## config.mk

```make
export PLATFORM = sky130hd
export DESIGN_NAME = det10010_frame_ctrl
export DESIGN_NICKNAME = d
export VERILOG_FILES = /design/src/rtl/det10010_frame_ctrl.sv
export SDC_FILE = /design/constraint.sdc
export NUM_CORES = 1
export LEC_CHECK = 0
export CAP_MARGIN = 15
export CORE_ASPECT_RATIO = 2
export CORE_MARGIN = 1
export CORE_UTILIZATION = 40
export CTS_CLUSTER_SIZE = 16
export DETAILED_ROUTE_END_ITERATION = 10
export GPL_ROUTABILITY_DRIVEN = 0
export PLACE_DENSITY = 0.65
export SLEW_MARGIN = 40
export SYNTH_ARGS = -nofsm -noshare
export SYNTH_HDL_FRONTEND = slang
export SYNTH_SLANG_ARGS = --single-unit
```

## constraint.sdc

```tcl
create_clock -name clk -period 3.3 [get_ports clk]
set_input_delay 0.66 -clock clk [delete_from_list [all_inputs] [get_ports clk]]
set_output_delay 0.66 -clock clk [all_outputs]
set_load 0.03 [all_outputs]
```

## src/rtl/det10010_frame_ctrl.sv

```systemverilog
`default_nettype none
// ============================================================================
//  Module   : det10010_frame_ctrl
//  Purpose  : Frame sequencer for a serial 10010 Moore sequence detector.
//             Accepts a parallel word, holds the detector in reset between
//             frames, then shifts the word MSB-first onto J and counts the
//             detector's match pulses. The count is returned over a
//             valid/ready handshake.
//  Options  : FIRST_MATCH_IDX_EN - adds first_idx, the number of frame bits
//             consumed when the first match of the frame completed.
//  Revision : 1.0 - initial release
// ============================================================================
module det10010_frame_ctrl #(
    parameter int WIDTH = 8,
    parameter int CNT_W = 4
) (
    input  logic             clk,
    input  logic             rst,
    input  logic             in_valid,
    output logic             in_ready,
    input  logic [WIDTH-1:0] in_data,
    input  logic             abort,
    output logic             J,
    output logic             det_rst,
    input  logic             w,
    output logic             out_valid,
    input  logic             out_ready,
    output logic [CNT_W-1:0] out_count,
`ifdef FIRST_MATCH_IDX_EN
    output logic [CNT_W-1:0] first_idx,
`endif
    output logic             busy
);

    localparam int                  c_BCNT_W  = $clog2(WIDTH + 1);
    localparam logic [c_BCNT_W-1:0] c_WIDTH_B = c_BCNT_W'(WIDTH);
    localparam logic [CNT_W-1:0]    c_CNT_MAX = {CNT_W{1'b1}};

    typedef enum logic [1:0] {
        ST_IDLE  = 2'd0,
        ST_SHIFT = 2'd1,
        ST_DRAIN = 2'd2,
        ST_DONE  = 2'd3
    } state_t;

    state_t              r_state;
    state_t              w_state_nxt;
    logic [WIDTH-1:0]    r_shreg;
    logic [c_BCNT_W-1:0] r_bitcnt;
    logic [CNT_W-1:0]    r_count;
    logic [CNT_W-1:0]    w_count_inc;
    logic                r_in_ready;
    logic                r_det_rst;
    logic                r_out_valid;
    logic                r_busy;
    logic                w_accept;

    assign w_accept = (r_state == ST_IDLE) && in_valid && r_in_ready;

    // Next-state decode; abort wins over the SHIFT->DRAIN and DRAIN->DONE moves
    always_comb begin
        w_state_nxt = r_state;
        case (r_state)
            ST_IDLE:  if (w_accept) w_state_nxt = ST_SHIFT;
            ST_SHIFT: begin
                if (abort)                                w_state_nxt = ST_IDLE;
                else if (r_bitcnt == c_BCNT_W'(1))        w_state_nxt = ST_DRAIN;
            end
            ST_DRAIN: w_state_nxt = abort ? ST_IDLE : ST_DONE;
            ST_DONE:  if (out_ready) w_state_nxt = ST_IDLE;
            default:  w_state_nxt = ST_IDLE;
        endcase
    end

    // Saturating match counter increment
    always_comb begin
        w_count_inc = r_count;
        if (w && (r_count != c_CNT_MAX)) w_count_inc = r_count + CNT_W'(1);
    end

    // State register; handshake and detector-reset outputs are registered
    // from the next state so they never glitch on state decode
    always_ff @(posedge clk or negedge rst) begin
        if (!rst) begin
            r_state     <= ST_IDLE;
            r_in_ready  <= 1'b1;
            r_det_rst   <= 1'b1;
            r_out_valid <= 1'b0;
            r_busy      <= 1'b0;
        end else begin
            r_state     <= w_state_nxt;
            r_in_ready  <= (w_state_nxt == ST_IDLE);
            r_det_rst   <= (w_state_nxt == ST_IDLE) || (w_state_nxt == ST_DONE);
            r_out_valid <= (w_state_nxt == ST_DONE);
            r_busy      <= (w_state_nxt == ST_SHIFT) || (w_state_nxt == ST_DRAIN);
        end
    end

    // Shift register, bit counter and match count; the shift register is
    // all-zero outside SHIFT so its MSB doubles as a clean J
    always_ff @(posedge clk or negedge rst) begin
        if (!rst) begin
            r_shreg  <= '0;
            r_bitcnt <= '0;
            r_count  <= '0;
        end else begin
            case (r_state)
                ST_IDLE: begin
                    if (w_accept) begin
                        r_shreg  <= in_data;
                        r_bitcnt <= c_WIDTH_B;
                        r_count  <= '0;
                    end
                end
                ST_SHIFT: begin
                    if (abort) begin
                        r_shreg  <= '0;
                        r_bitcnt <= '0;
                        r_count  <= '0;
                    end else begin
                        r_shreg  <= {r_shreg[WIDTH-2:0], 1'b0};
                        r_bitcnt <= r_bitcnt - c_BCNT_W'(1);
                        r_count  <= w_count_inc;
                    end
                end
                ST_DRAIN: begin
                    if (abort) r_count <= '0;
                    else       r_count <= w_count_inc;
                end
                default: ;
            endcase
        end
    end

`ifdef FIRST_MATCH_IDX_EN
    logic [CNT_W-1:0] r_first_idx;
    logic             r_first_seen;
    logic [CNT_W-1:0] w_first_pos;

    // Bits consumed so far: SHIFT cycle k has bitcnt = WIDTH-k+1, giving k-1
    always_comb begin
        w_first_pos = CNT_W'(c_WIDTH_B - r_bitcnt);
        if (r_state == ST_DRAIN) w_first_pos = CNT_W'(WIDTH);
    end

    // Capture the position of the first match once per frame
    always_ff @(posedge clk or negedge rst) begin
        if (!rst) begin
            r_first_idx  <= '0;
            r_first_seen <= 1'b0;
        end else if (w_accept) begin
            r_first_idx  <= '0;
            r_first_seen <= 1'b0;
        end else if ((r_state == ST_SHIFT) || (r_state == ST_DRAIN)) begin
            if (abort) begin
                r_first_idx  <= '0;
                r_first_seen <= 1'b0;
            end else if (w && !r_first_seen) begin
                r_first_idx  <= w_first_pos;
                r_first_seen <= 1'b1;
            end
        end
    end

    assign first_idx = r_first_idx;
`endif

    assign J         = r_shreg[WIDTH-1];
    assign det_rst   = r_det_rst;
    assign in_ready  = r_in_ready;
    assign out_valid = r_out_valid;
    assign out_count = r_count;
    assign busy      = r_busy;

endmodule
`default_nettype wire

```

==> flow_summary.toml, run 1 <==
[cts]
htree_levels = 1
clockBufferDepth = 2
post_cts_resized = 0
post_cts_buffers = 0
clk_latency_ps = 260
cts_tree = "yes"
cts_made_buffers = 3
holdBufCountCts = 0
cts-root-buf = "clkbuf_8"
cts_sinks = 22
path_clk_slew_ps = 80

[timing]
tns_ps = 0
fin_crit_ps = 2210
post-route-period-util_pct = 66.9
drv_slew = 0
hold_ws_ps = 345
fmax_mhz = 453
setup_viol = 0
finalHoldViolCount = 0
tightest_slew_ps = 481
rsz0062_at_grt = "false"
maxSlewHeadroom_pct = 68.0
skew_ps = 2.04

[outcome]
status = "finished clean"

[yosys]
ys_seq_area_share_pct = 44.4
synth.most_common_cell = "dfrtp_1"
synth_area_leader_cell = "dfrtp_1"
synth_cells = 115
synth_flop_cell = "dfrtp_1"
syn_area_um2 = 1240
synth-seq-cells = 22
yosys-top-cells-count = "dfrtp_1, ha_1, inv_1"
avgSynthCellArea_um2 = 10.8
synth_nets = 139
synth_top_area_share_pct = 40.2
ys.warnings.count = 0
synth-edff-count = 0
synthArstFlopShare_pct = 100
synthTopCellsByArea = "dfrtp_1, ha_1, mux2_2, a22o_1, dfstp_2"
yosysUniqueCellTypes = 38

[placement]
port_buffers = 22
dp_hpwl_mm = 2.04

[pwr]
leakage_nw = 0.688
peakVddDrop_mv = 0.468
powerDensity_nw_per_um2 = 920

[setup_path]
crit_path_cell_trace = "clkdlybuf4s50_1 -> nor2b_1 -> buf_4 -> a2111o_1 -> a21oi_1 -> ha_1"
timing.rr.start = "r_bitcnt[1]"
critical_path_class = "in2reg"
max_stage_delay_ps = 600
worst-endpoint-arrival_ps = 2350
required_ps = 3450
cp_max_fo = 13
cp.buffers_inverters = 2
rr_endpoint = "busy"
r2r_slack_ps = 1240
r2r_cells = 6
worst_path_max_delay_cell = "clkdlybuf4s50_1"
critPathTopFamily = "buffers and inverters"
start_kind = "input pin"
cp_num_cells = 6
crit_path_end_kind = "flop"

[global_route]
grt_max_degree = 23
grt_pass1_wl_mm = 4.67
grt_use_met3_pct = 1.78
grt.met2_usage_pct = 33.9
top_usage_layer = "met2"
grt_overflow = 0
antenna_found_initial = 0
grt_usage_pct = 18.1
grt_pass1_vias = 1067
use_met1_pct = 19.7

[finish]
regArea_um2 = 553
nNetsFinal = 166
fill_cells = 277
antenna_cells = 0
area_growth_pct = 26.2
multi_input_area_um2 = 653
drive_above_1_share_pct = 12.8

[job]
max_cap_violations = 0

[routing]
vias_per_cell = 5.72
remaining_drc_errors = 0
drtIter0Drc = 36
ant_nets = 0
num_vias = 978
firstDrtPassIters = 4
postRouteWirelength_mm = 2.61
wl_per_cell_um = 15.3

[die]
dieWidth_um = 41.5
core_area_um2 = 2940
fp-row-count = 28
die_h_um = 80.9
io_pins = 23
dieArea_um2 = 3350
start_util_pct = 42.3

[worst_hold_path]
min-delay-path-class = "in2async"
==> kinds of logic (layout without fill, tap and decap cells) <==
kind of cell             count (synthesis)  after routing  share of synthesized area, %
AO/OA/AOI/OAI                           32             32                          19.6
adder cells (fa/ha/maj)                 10             10                          10.1
buffers and inverters                   10             36                          3.11
flip-flops                              22             22                          44.4
multiplexers                            10             10                          8.74
AND/OR/NAND/NOR                         31             31                          14.1
==> layout make-up <==
type / instances / share of cell area, %
clock buffer: 3 / 2.63
clock inverter: 1 / 1.91
inverter: 9 / 2.15
multi-input combinational: 83 / 41.6
sequential: 22 / 35.2
tap: 30 / 2.39
timing repair buffer: 23 / 14.2
==> metrics by stage <==
stage	total power [mW]	cells	area (um2)	util [%]	setup slack, ps
final	1.45	171	1570	53.4	1090
after global routing	1.57	171	1570	53.4	1010
after CTS	1.47	171	1570	53.4	1100
after detailed placement	1.21	167	1500	51.0	813
after global placement	1.19	167	1510	51.1	857
after floorplan	0.981	115	1240	-	1410
==> state kept, by name, indices dropped and copies added (netlist names) <==
| name | cells |
|---|---|
| busy | 1 |
| r_state | 2 |
| out_count | 4 |
| out_valid | 1 |
| r_shreg | 8 |
| in_ready | 1 |
| r_bitcnt | 4 |
| det_rst | 1 |
==> worst register-to-register path, delay by kind of cell (launching register included) <==
| kind | cells | cell delay, ps |
|---|---|---|
| AND/OR/NAND/NOR | 2 | 750 |
| adder cells (fa/ha/maj) | 2 | 450 |
| flip-flops | 1 | 380 |
| AO/OA/AOI/OAI | 1 | 280 |
| buffers and inverters | 1 | 90 |
==> where the power goes <==
| group | total (mW) | switching, mW | internal, mW |
|---|---|---|---|
| logic | 0.712 | 0.380 | 0.331 |
| registers | 0.484 | 0.0864 | 0.398 |
| clock network | 0.250 | 0.0878 | 0.162 |
| total | 1.45 | 0.554 | 0.891 |
==> how the worst max path moves through the flow <==
| stage | start | end | slack, ps |
|---|---|---|---|
| finish | abort | busy | 1090 |
| detailed placement | abort | busy | 810 |
| global placement | abort | busy | 860 |
| floorplan | r_bitcnt[1] | busy | 1410 |
| global route | abort | det_rst | 1010 |
| CTS | abort | busy | 1100 |
==> cell usage in the layout (no fill, tap or decap), drive strengths merged, types with 3 or more instances in the layout <==
cell type and n:
nand2b 5, clkbuf 3, nor3 3, o21ai 7, nor2b 5, ha 10
nand2 5, dfrtp 20, inv 9, nand3 4, mux2i 3, mux2 7
a22o 7, clkdlybuf4s50 21
==> per-layer routing <==
layer	vias up	part of all wire [%]
li1	485	-
met1	460	38
met2	28	55
met3	5	4.1
met4	0	2.2
met5	-	0
Note: power is estimated with default switching activity, not from simulation.
==> run 2: changes to the inputs <==
PLACE_DENSITY = 0.67   (was 0.65)
clock period = 2 ns   (was 3.3 ns; I/O delays follow)
==> flow_summary.toml, run 2 (same netlist as run 1, synthesis figures left out) <==
[setup_path]
critical_path_class = "reg2reg"
cp_common_cell = "ha_1"
cp_max_fo = 3
worst-endpoint-arrival_ps = 2080
r2r_slack_ps = 60
crit_start = "r_bitcnt[1]"
cp.buffers_inverters = 1
timing.rr.start = "r_bitcnt[1]"
r2r_cells = 6
start_kind = "flop"
critPathTopFamily = "simple AND/OR/NAND/NOR gates"
required_ps = 2140
max_stage_delay_ps = 390
crit_path_end_kind = "flop"
crit_path_cell_trace = "inv_2 -> ha_1 -> or3b_4 -> or3_4 -> a32o_1 -> ha_1"
rr_endpoint = "busy"
worst_path_max_delay_cell = "dfrtp_1"

[routing]
postRouteWirelength_mm = 2.93
highest_layer = "met4"
wl_per_cell_um = 16.2
wl_met1_mm = 1.06
wl_met3_um = 91
remaining_drc_errors = 0
ant_nets = 0
firstDrtPassIters = 4
wl_met2_mm = 1.74
num_vias = 1043
drtIter0Drc = 9
vias_per_cell = 5.76

[placement]
dp_hpwl_mm = 2.26
port_buffers = 22
postPlaceCellArea_um2 = 1570
place_ws_ps = -7.72

[worst_hold_path]
min-delay-path-class = "in2async"

[pwr]
leakage_nw = 0.723
total_power_mw = 2.39
powerDensity_nw_per_um2 = 1450
peakVddDrop_mv = 0.655

[global_route]
antenna_found_initial = 0
grt_pass1_wl_mm = 4.92
grt_usage_pct = 18.9
grt_pass1_vias = 1161
grt_max_degree = 23
grt_overflow = 0

[timing]
rsz0062_at_grt = "true"
worst_slack_ps = 59.6
maxSlewHeadroom_pct = 77.4
post-route-period-util_pct = 97.0
skew_ps = 6.01
fin_crit_ps = 1940
setup_viol = 0
fmax_mhz = 515
tightest_slew_ps = 339
finalHoldViolCount = 0
drv_slew = 0

[cts]
path_clk_slew_ps = 80
clk_latency_ps = 260
cts_sinks = 22
clockBufferDepth = 2
htree_levels = 1
cts-root-buf = "clkbuf_8"
cts_made_buffers = 3
holdBufCountCts = 0
cts_tree = "yes"

[die]
io_pins = 23
core_area_um2 = 2940
die_h_um = 80.9
fp-row-count = 28
dieArea_um2 = 3350
dieWidth_um = 41.5
start_util_pct = 42.3

[finish]
largest_reg_flops = 8
multi_input_area_um2 = 673
final_common_cell = "clkdlybuf4s50_1"
drive_above_1_share_pct = 21.9
fill_cells = 279
fin_util_pct = 55.9
mostFrequentLayoutCells = "clkdlybuf4s50_1, dfrtp_1, buf_4, ha_1"
final_area_um2 = 1650
area_growth_pct = 32.2
regArea_um2 = 553
largest-register = "r_shreg"
nNetsFinal = 176
antenna_cells = 0

[outcome]
status = "finished clean"

[job]
max_cap_violations = 0
-- run 2: final cells by class --
type,count,share of cell area [%]
clock buffer,4,2.74
inverter,9,2.05
multi-input combinational,83,40.9
sequential,22,33.6
tap,30,2.28
timing repair buffer,33,18.4
-- run 2: worst max path at each step --
| stage | end | slack [ps] | depth (start not counted) |
|---|---|---|---|
| 3_5_place_dp | busy | -8 | 6 |
| 6_report | busy | 60 | 6 |
| 4_1_cts | busy | 9 | 6 |
| 2_1_floorplan | busy | 110 | 6 |
| 5_1_grt | det_rst | -0.8 | 7 |
| 3_3_place_gp | busy | 20 | 6 |
-- run 2: per-layer routing --
metal | up-vias | track usage, %
met1 | 508 | 17.5
met4 | 0 | 8.06
met3 | 5 | 1.78
met5 | - | 0
met2 | 29 | 39.4
li1 | 501 | -
-- run 2: worst register-to-register path: cells and delay by family (launching register included) --
family          cells  cell delay [ps]
compound gates      1              230
flops               1              390
simple gates        2              720
fa+ha+maj           2              400
buf+inv             1               70
-- run 2: report_power, final --
group,internal [mW],switching (mW)
Clock,0.142,0.136
Sequential,0.656,0.146
Combinational,0.640,0.673
Total,1.44,0.956
-- run 2: per-stage QoR --
stage               hold slack, ps  TNS (ps)  std cells
floorplan                      104         0        115
global placement               472         0        175
detailed placement             493     -7.72        175
CTS                            501         0        179
global route                   519    -0.761        181
finish                         490         0        181
-- run 2: what timing repair did --
item / CTS / global route
pin swaps: 0 / 3
setup buffers: 0 / 2
endpoints found under the setup margin: 2 / 2
resized for setup: 2 / 5
